**config.mk**
```make
export PLATFORM = sky130hd
export DESIGN_NAME = elevator_call_panel_flat
export DESIGN_NICKNAME = d
export VERILOG_FILES = /design/src/rtl/elevator_call_panel_if.sv /design/src/rtl/elevator_call_panel.sv /design/src/flat_wrapper.sv
export SDC_FILE = /design/constraint.sdc
export NUM_CORES = 1
export LEC_CHECK = 0
export CAP_MARGIN = 20
export CORE_ASPECT_RATIO = 1.5
export CORE_MARGIN = 2
export CORE_UTILIZATION = 55
export DETAILED_ROUTE_END_ITERATION = 12
export MAX_ROUTING_LAYER = met4
export PLACE_DENSITY_LB_ADDON = 0.2
export RECOVER_POWER = 25
export REMOVE_ABC_BUFFERS = 1
export SYNTH_ARGS = -nofsm -noshare
export SYNTH_HDL_FRONTEND = slang
export SYNTH_SLANG_ARGS = --single-unit
```
**constraint.sdc**
```tcl
create_clock -name i_clk -period 4 [get_ports i_clk]
set_input_delay 0.8 -clock i_clk [delete_from_list [all_inputs] [get_ports i_clk]]
set_output_delay 0.8 -clock i_clk [all_outputs]
set_load 0.01 [all_outputs]
```
**src/rtl/elevator_call_panel_if.sv**
```systemverilog
// Call-panel bus: raw buttons and current floor in, call pulse, floor value and lamps out.
// The panel takes the master side; the controller or bench takes the slave side.
interface elevator_call_panel_if #(
  parameter int N_FLOORS = 8,
  parameter int FLOOR_W  = 3
);
  logic [N_FLOORS-1:0] i_buttons;
  logic [FLOOR_W-1:0]  i_current_floor;
  logic                o_button_pressed;
  logic [FLOOR_W-1:0]  o_button_value;
  logic [N_FLOORS-1:0] o_pending;

  modport master (
    input  i_buttons,
    input  i_current_floor,
    output o_button_pressed,
    output o_button_value,
    output o_pending
  );

  modport slave (
    output i_buttons,
    output i_current_floor,
    input  o_button_pressed,
    input  o_button_value,
    input  o_pending
  );
endinterface

```
**src/rtl/elevator_call_panel.sv**
```systemverilog
// Floor-button front end: synchronise, debounce and edge-detect the presses, keep the
// lamp bits, and issue each new call once as a spaced single-cycle pulse.
//
// state   | meaning
// S_IDLE  | look for a pending, un-issued floor other than the current one
// S_ISSUE | drive the one-cycle call pulse for the selected floor
// S_GAP   | forced idle cycles after a pulse
module elevator_call_panel #(
  parameter int N_FLOORS        = 8,
  parameter int FLOOR_W         = 3,
  parameter int DEBOUNCE_CYCLES = 4,
  parameter int GAP_CYCLES      = 2
) (
  input logic                   i_clk,
  input logic                   i_rst,
  elevator_call_panel_if.master bus
);
  localparam int DCNT_W = (DEBOUNCE_CYCLES > 1) ? $clog2(DEBOUNCE_CYCLES) : 1;
  localparam int GCNT_W = (GAP_CYCLES > 1) ? $clog2(GAP_CYCLES) : 1;
  localparam logic [DCNT_W-1:0] DCNT_LAST = DCNT_W'(DEBOUNCE_CYCLES - 1);
  localparam logic [GCNT_W-1:0] GAP_LAST  = GCNT_W'((GAP_CYCLES > 0) ? GAP_CYCLES - 1 : 0);

  typedef enum logic [1:0] {
    S_IDLE  = 2'd0,
    S_ISSUE = 2'd1,
    S_GAP   = 2'd2
  } state_t;

  state_t state, state_nxt;

  logic [N_FLOORS-1:0] sync_1, sync_2;
  logic [N_FLOORS-1:0] deb, deb_d;
  logic [DCNT_W-1:0]   dcnt [N_FLOORS];
  logic [N_FLOORS-1:0] press;

  logic [N_FLOORS-1:0] pending, issued;
  logic [N_FLOORS-1:0] visit;
  logic [N_FLOORS-1:0] issue_set;
  logic [N_FLOORS-1:0] cand;
  logic                cand_any;
  logic [FLOOR_W-1:0]  cand_sel;
  logic [FLOOR_W-1:0]  idx;
  logic                found;

  logic [FLOOR_W-1:0]  rr_ptr;
  logic [FLOOR_W-1:0]  sel_q;
  logic [GCNT_W-1:0]   gap_cnt;

  // Two-flop synchroniser feeding a per-button consecutive-mismatch counter.
  always_ff @(posedge i_clk) begin
    if (i_rst) begin
      sync_1 <= '0;
      sync_2 <= '0;
      deb    <= '0;
      deb_d  <= '0;
      for (int k = 0; k < N_FLOORS; k++) dcnt[k] <= '0;
    end else begin
      sync_1 <= bus.i_buttons;
      sync_2 <= sync_1;
      deb_d  <= deb;
      for (int k = 0; k < N_FLOORS; k++) begin
        if (sync_2[k] == deb[k]) begin
          dcnt[k] <= '0;
        end else if (dcnt[k] == DCNT_LAST) begin
          deb[k]  <= sync_2[k];
          dcnt[k] <= '0;
        end else begin
          dcnt[k] <= dcnt[k] + 1'b1;
        end
      end
    end
  end

  assign press = deb & ~deb_d;

  always_comb begin
    visit = '0;
    visit[bus.i_current_floor] = 1'b1;
    issue_set = '0;
    if (state == S_ISSUE) issue_set[sel_q] = 1'b1;
  end

  // A visit beats both a same-cycle press and the issue marking.
  always_ff @(posedge i_clk) begin
    if (i_rst) begin
      pending <= '0;
      issued  <= '0;
    end else begin
      pending <= (pending | press) & ~visit;
      issued  <= ((issued | issue_set) & ~(press & ~pending)) & ~visit;
    end
  end

  // Round-robin search upward from rr_ptr, wrapping at N_FLOORS.
  always_comb begin
    cand     = pending & ~issued & ~visit;
    cand_any = |cand;
    cand_sel = '0;
    found    = 1'b0;
    idx      = '0;
    for (int i = 0; i < N_FLOORS; i++) begin
      idx = rr_ptr + FLOOR_W'(i);
      if (!found && cand[idx]) begin
        cand_sel = idx;
        found    = 1'b1;
      end
    end
  end

  always_ff @(posedge i_clk) begin
    if (i_rst) begin
      rr_ptr  <= '0;
      sel_q   <= '0;
      gap_cnt <= '0;
    end else begin
      if (state == S_IDLE && cand_any) sel_q <= cand_sel;
      if (state == S_ISSUE) begin
        rr_ptr  <= sel_q + 1'b1;
        gap_cnt <= '0;
      end else if (state == S_GAP) begin
        gap_cnt <= gap_cnt + 1'b1;
      end
    end
  end

  always_ff @(posedge i_clk) begin
    if (i_rst) state <= S_IDLE;
    else       state <= state_nxt;
  end

  always_comb begin
    state_nxt = state;
    case (state)
      S_IDLE:  if (cand_any) state_nxt = S_ISSUE;
      S_ISSUE: state_nxt = (GAP_CYCLES > 0) ? S_GAP : S_IDLE;
      S_GAP:   if (gap_cnt == GAP_LAST) state_nxt = S_IDLE;
      default: state_nxt = S_IDLE;
    endcase
  end

  always_comb begin
    bus.o_button_pressed = 1'b0;
    bus.o_button_value   = sel_q;
    if (state == S_ISSUE) bus.o_button_pressed = 1'b1;
  end

  assign bus.o_pending = pending;

endmodule

```
**src/flat_wrapper.sv**
```systemverilog
// flat-port wrapper written by rule: the top's interface ports become plain ports
module elevator_call_panel_flat 
#(
  parameter int N_FLOORS        = 8,
  parameter int FLOOR_W         = 3,
  parameter int DEBOUNCE_CYCLES = 4,
  parameter int GAP_CYCLES      = 2
)
  (i_clk, i_rst, bus_i_buttons, bus_i_current_floor, bus_o_button_pressed, bus_o_button_value, bus_o_pending);
  elevator_call_panel_if #(.N_FLOORS(N_FLOORS), .FLOOR_W(FLOOR_W)) bus_i ();
  input logic i_clk;
  input logic i_rst;
  input wire logic [$bits(bus_i.i_buttons)-1:0] bus_i_buttons;
  input wire logic [$bits(bus_i.i_current_floor)-1:0] bus_i_current_floor;
  output wire logic [$bits(bus_i.o_button_pressed)-1:0] bus_o_button_pressed;
  output wire logic [$bits(bus_i.o_button_value)-1:0] bus_o_button_value;
  output wire logic [$bits(bus_i.o_pending)-1:0] bus_o_pending;
  assign bus_i.i_buttons = bus_i_buttons;
  assign bus_i.i_current_floor = bus_i_current_floor;
  assign bus_o_button_pressed = bus_i.o_button_pressed;
  assign bus_o_button_value = bus_i.o_button_value;
  assign bus_o_pending = bus_i.o_pending;
  elevator_call_panel #(.N_FLOORS(N_FLOORS), .FLOOR_W(FLOOR_W), .DEBOUNCE_CYCLES(DEBOUNCE_CYCLES), .GAP_CYCLES(GAP_CYCLES)) u_core (.i_clk(i_clk), .i_rst(i_rst), .bus(bus_i));
endmodule
```
==> results of run 1 <==
## worst paths after layout
path / to / slack (ns) / startpoint / cells past startpoint
max: u_core.bus.o_button_value[1] / 0.40 / bus_i_current_floor[0] / 9
max reg2reg: u_core.bus.o_button_value[2] / 0.95 / u_core.rr_ptr[0] / 9
min reg2reg: u_core.sync_2[4] / 0.45 / u_core.sync_1[4] / 1
min: u_core.sync_2[4] / 0.45 / u_core.sync_1[4] / 1
## stage by stage
step	hold slack, ns	instance area [um^2]	worst slack [ns]	cells	utilization (%)
finish	0.445	4370	0.404	520	64.6
global route	0.461	4370	0.278	520	64.6
CTS	0.444	4370	0.446	520	64.7
detailed placement	0.426	4200	0.0575	505	62.2
global placement	0.416	4200	0.0518	505	62.2
floorplan	0.414	3780	0.768	391	-
## final cells by class
| class | instances | area [um^2] | area share [%] |
|---|---|---|---|
| clock buffer | 11 | 141 | 3.24 |
| clock inverter | 4 | 30.0 | 0.687 |
| inverter | 21 | 78.8 | 1.80 |
| multi-input combinational | 297 | 2080 | 47.6 |
| sequential | 73 | 1620 | 37.1 |
| tap | 78 | 97.6 | 2.23 |
| timing repair buffer | 36 | 320 | 7.33 |
## where the power goes
part           total (mW)  internal [mW]  switching, mW
clock               0.504          0.240          0.265
combinational       0.135         0.0602         0.0745
sequential          0.789          0.773         0.0154
total                1.43           1.07          0.355
## logic make-up after synthesis
kind of cell	after synthesis
fa+ha+maj	11
buf+inv	38
xor+xnor	12
flops	73
simple gates	173
compound gates	59
mux	26
other cells	1
## cell usage after synthesis, types with 7 or more instances
cell type	n	area (um^2)
nor2b_1	31	194
xnor2_1	10	87.6
nor2_1	41	154
or3_1	10	62.6
edfxtp_1	16	480
nand3b_1	7	52.6
a21oi_1	17	85.1
nand2_1	14	52.6
a32oi_1	8	70.1
ha_1	11	138
inv_1	19	71.3
nor3_1	12	60.1
mux2i_1	14	140
nor3b_1	20	150
nor4_1	9	56.3
dfxtp_1	57	1140
## sequential cells by signal, indices dropped and copies added (netlist names), 3 cells and up
signal / count
u_core.sync_2: 8
u_core.bus.o_pending: 8
u_core.rr_ptr: 3
u_core.dcnt: 16
u_core.issued: 8
u_core.deb_d: 8
u_core.bus.o_button_value: 3
u_core.deb: 8
u_core.sync_1: 8
## worst reg2reg max path: stages (launching register included)
cell and delay [ns]:
dfxtp_1 0.33, inv_1 0.12, ha_1 0.71, nor3b_1 0.12, a32o_1 0.29, mux4_2 0.52
nand2b_4 0.19, or3_4 0.38, o41ai_2 0.20, o21ai_1 0.10
## layout by cell type, fill, tap and decap left out, drive strengths merged, types with 6 or more instances in the layout
master,n
nor3,13
nor4,9
nor2b,31
a32oi,8
and3b,6
conb,16
nand2,14
mux2i,14
mux4,6
dfxtp,57
nor3b,20
ha,11
xnor2,10
nor2,41
edfxtp,16
clkbuf,13
mux2,6
a21oi,17
nand3b,7
or3,11
buf,11
inv,21
clkdlybuf4s50,23
## metal layers
metal  wire length [um]  vias to the layer above  track usage [%]  share of wire, %
met5                  0                        -                -                 0
met4                444                        0             15.2               4.8
met3                287                       32             5.74               3.1
met2               5030                       70             47.5                55
met1               3450                     1443             27.1                37
li1                   -                     1507                -                 -
==> summary.txt, run 1 <==
post-synthesis mux area share - 9.03%
# diodes - 0
Avg Synthesized Cell Area - 9.67 um^2
CP Cell Sequence - clkdlybuf4s50_1, nand3b_1, nand3b_1, mux4_2, mux2i_1, mux2_2, o32ai_1, and3b_1, o31a_1
Seq cells post-synth - 73
ratio of cells with drive above 1 in the final layout - 9.95%
Std-Cell Rows - 37
Synth Cell Area - 0.00380 mm^2
RSZ-0062 raised after global routing - no
Cell variety after synth - 56
die width - 71.9 um
hold bufs inserted after CTS - 0
total global-route track usage - 27.0%
simple-gate share of the synthesized area - 26.4%
Final period util - 89.9%
core footprint - 0.00676 mm^2
die height - 106 um
Max-cap violations - 0
Hold WC Path Type - flip-flop to flip-flop
Clock transition at path regs - 0.08 ns
postcts setup bufs - 0
first drt pass iteration count - 5
Die ar. - 0.00760 mm^2
H-tree levels - 3
vias in the first global route - 3152
antenna-violating nets left - 0
clk buf depth - 2
crit-path max cell delay - 0.77 ns
CP Capture Type - flip-flop
post-layout minimum cycle time - 3.60 ns
Final Power - 1.43 mW
first-pass GRT wire length - 15.1 mm
Post-Synthesis Cells - 393
crit path DAT - 3.84 ns
largest family of logic cells by synthesized area - simple AND/OR/NAND/NOR gates
WP buf/inv - 1
number of warnings issued by yosys - 0
Post-Synth XOR/XNOR Area - 2.77%
via count - 3052
vias per inst - 5.87
EDFF count, synth - 16
# fillers - 566
antenna violations before repair - 0
Hold Fails Final Rpt - 0
Max Slew Vio Count - 0
Slowest-stage cell, CP - clkdlybuf4s50_1
setup TNS - 0 ns
CTS resizes - 0
fmax - 278 MHz
PwrDens - 327 mW/mm^2
CP startpoint kind - input port
worst skew pair latency - 0.35 ns
Compound-Gate Fraction of Synth Area - 11.4%
outcome - finished, final reports clean
GRT Residual Overflow - 0
Top delay family on crit path - multiplexers
most frequent CP cell - nand3b_1
CP Class - input port to flip-flop
GP Congestion - 0.945
per-cell routed wire length - 17.7 um
# IOs - 25
Routed WL - 9.21 mm
sequential share of the synthesized area - 42.7%
Layout Skew - 0.0117 ns
Critical Path Fanout Max - 16
initial DRC count - 168
port bufs - 24
# DRC - 0
adder-cell area share of the yosys netlist - 3.62%
Synth Flop Type - dfxtp_1
dpl hpwl - 6.93 mm
CTS Buf Count - 9
Nets - 462
Lkg Pwr - 1.62 nW
Layout area overhead - 15.0%
Finish-stage setup viols - 0
Worst slew margin - 28.1%
TritonCTS sink count - 73
asr flop ratio synth - 0%
Worst EP required - 4.25 ns
pin count of the biggest net entering global routing - 26
CTS tree - built
Starting Density - 56.2%
CTS root buf - clkbuf_8
Slew @ Worst Pin - 1.08 ns
maximum vdd drop - 0.000311 V
(Power assumes the default switching activity.)
==> run 2: changes to the inputs <==
--- a/constraint.sdc
+++ b/constraint.sdc
@@ -3,2 +3,2 @@
 set_output_delay 0.8 -clock i_clk [all_outputs]
-set_load 0.01 [all_outputs]
+set_load 0.005 [all_outputs]
==> results of run 2 <==
Same layout as run 1 (identical final DEF). Status: finished, final reports clean.
==> run 3: changes to the inputs <==
Settings changed: SKIP_CTS_REPAIR_TIMING set to 1.
==> results of run 3 <==
Same layout as run 1 (identical final DEF). Status: finished, final reports clean.
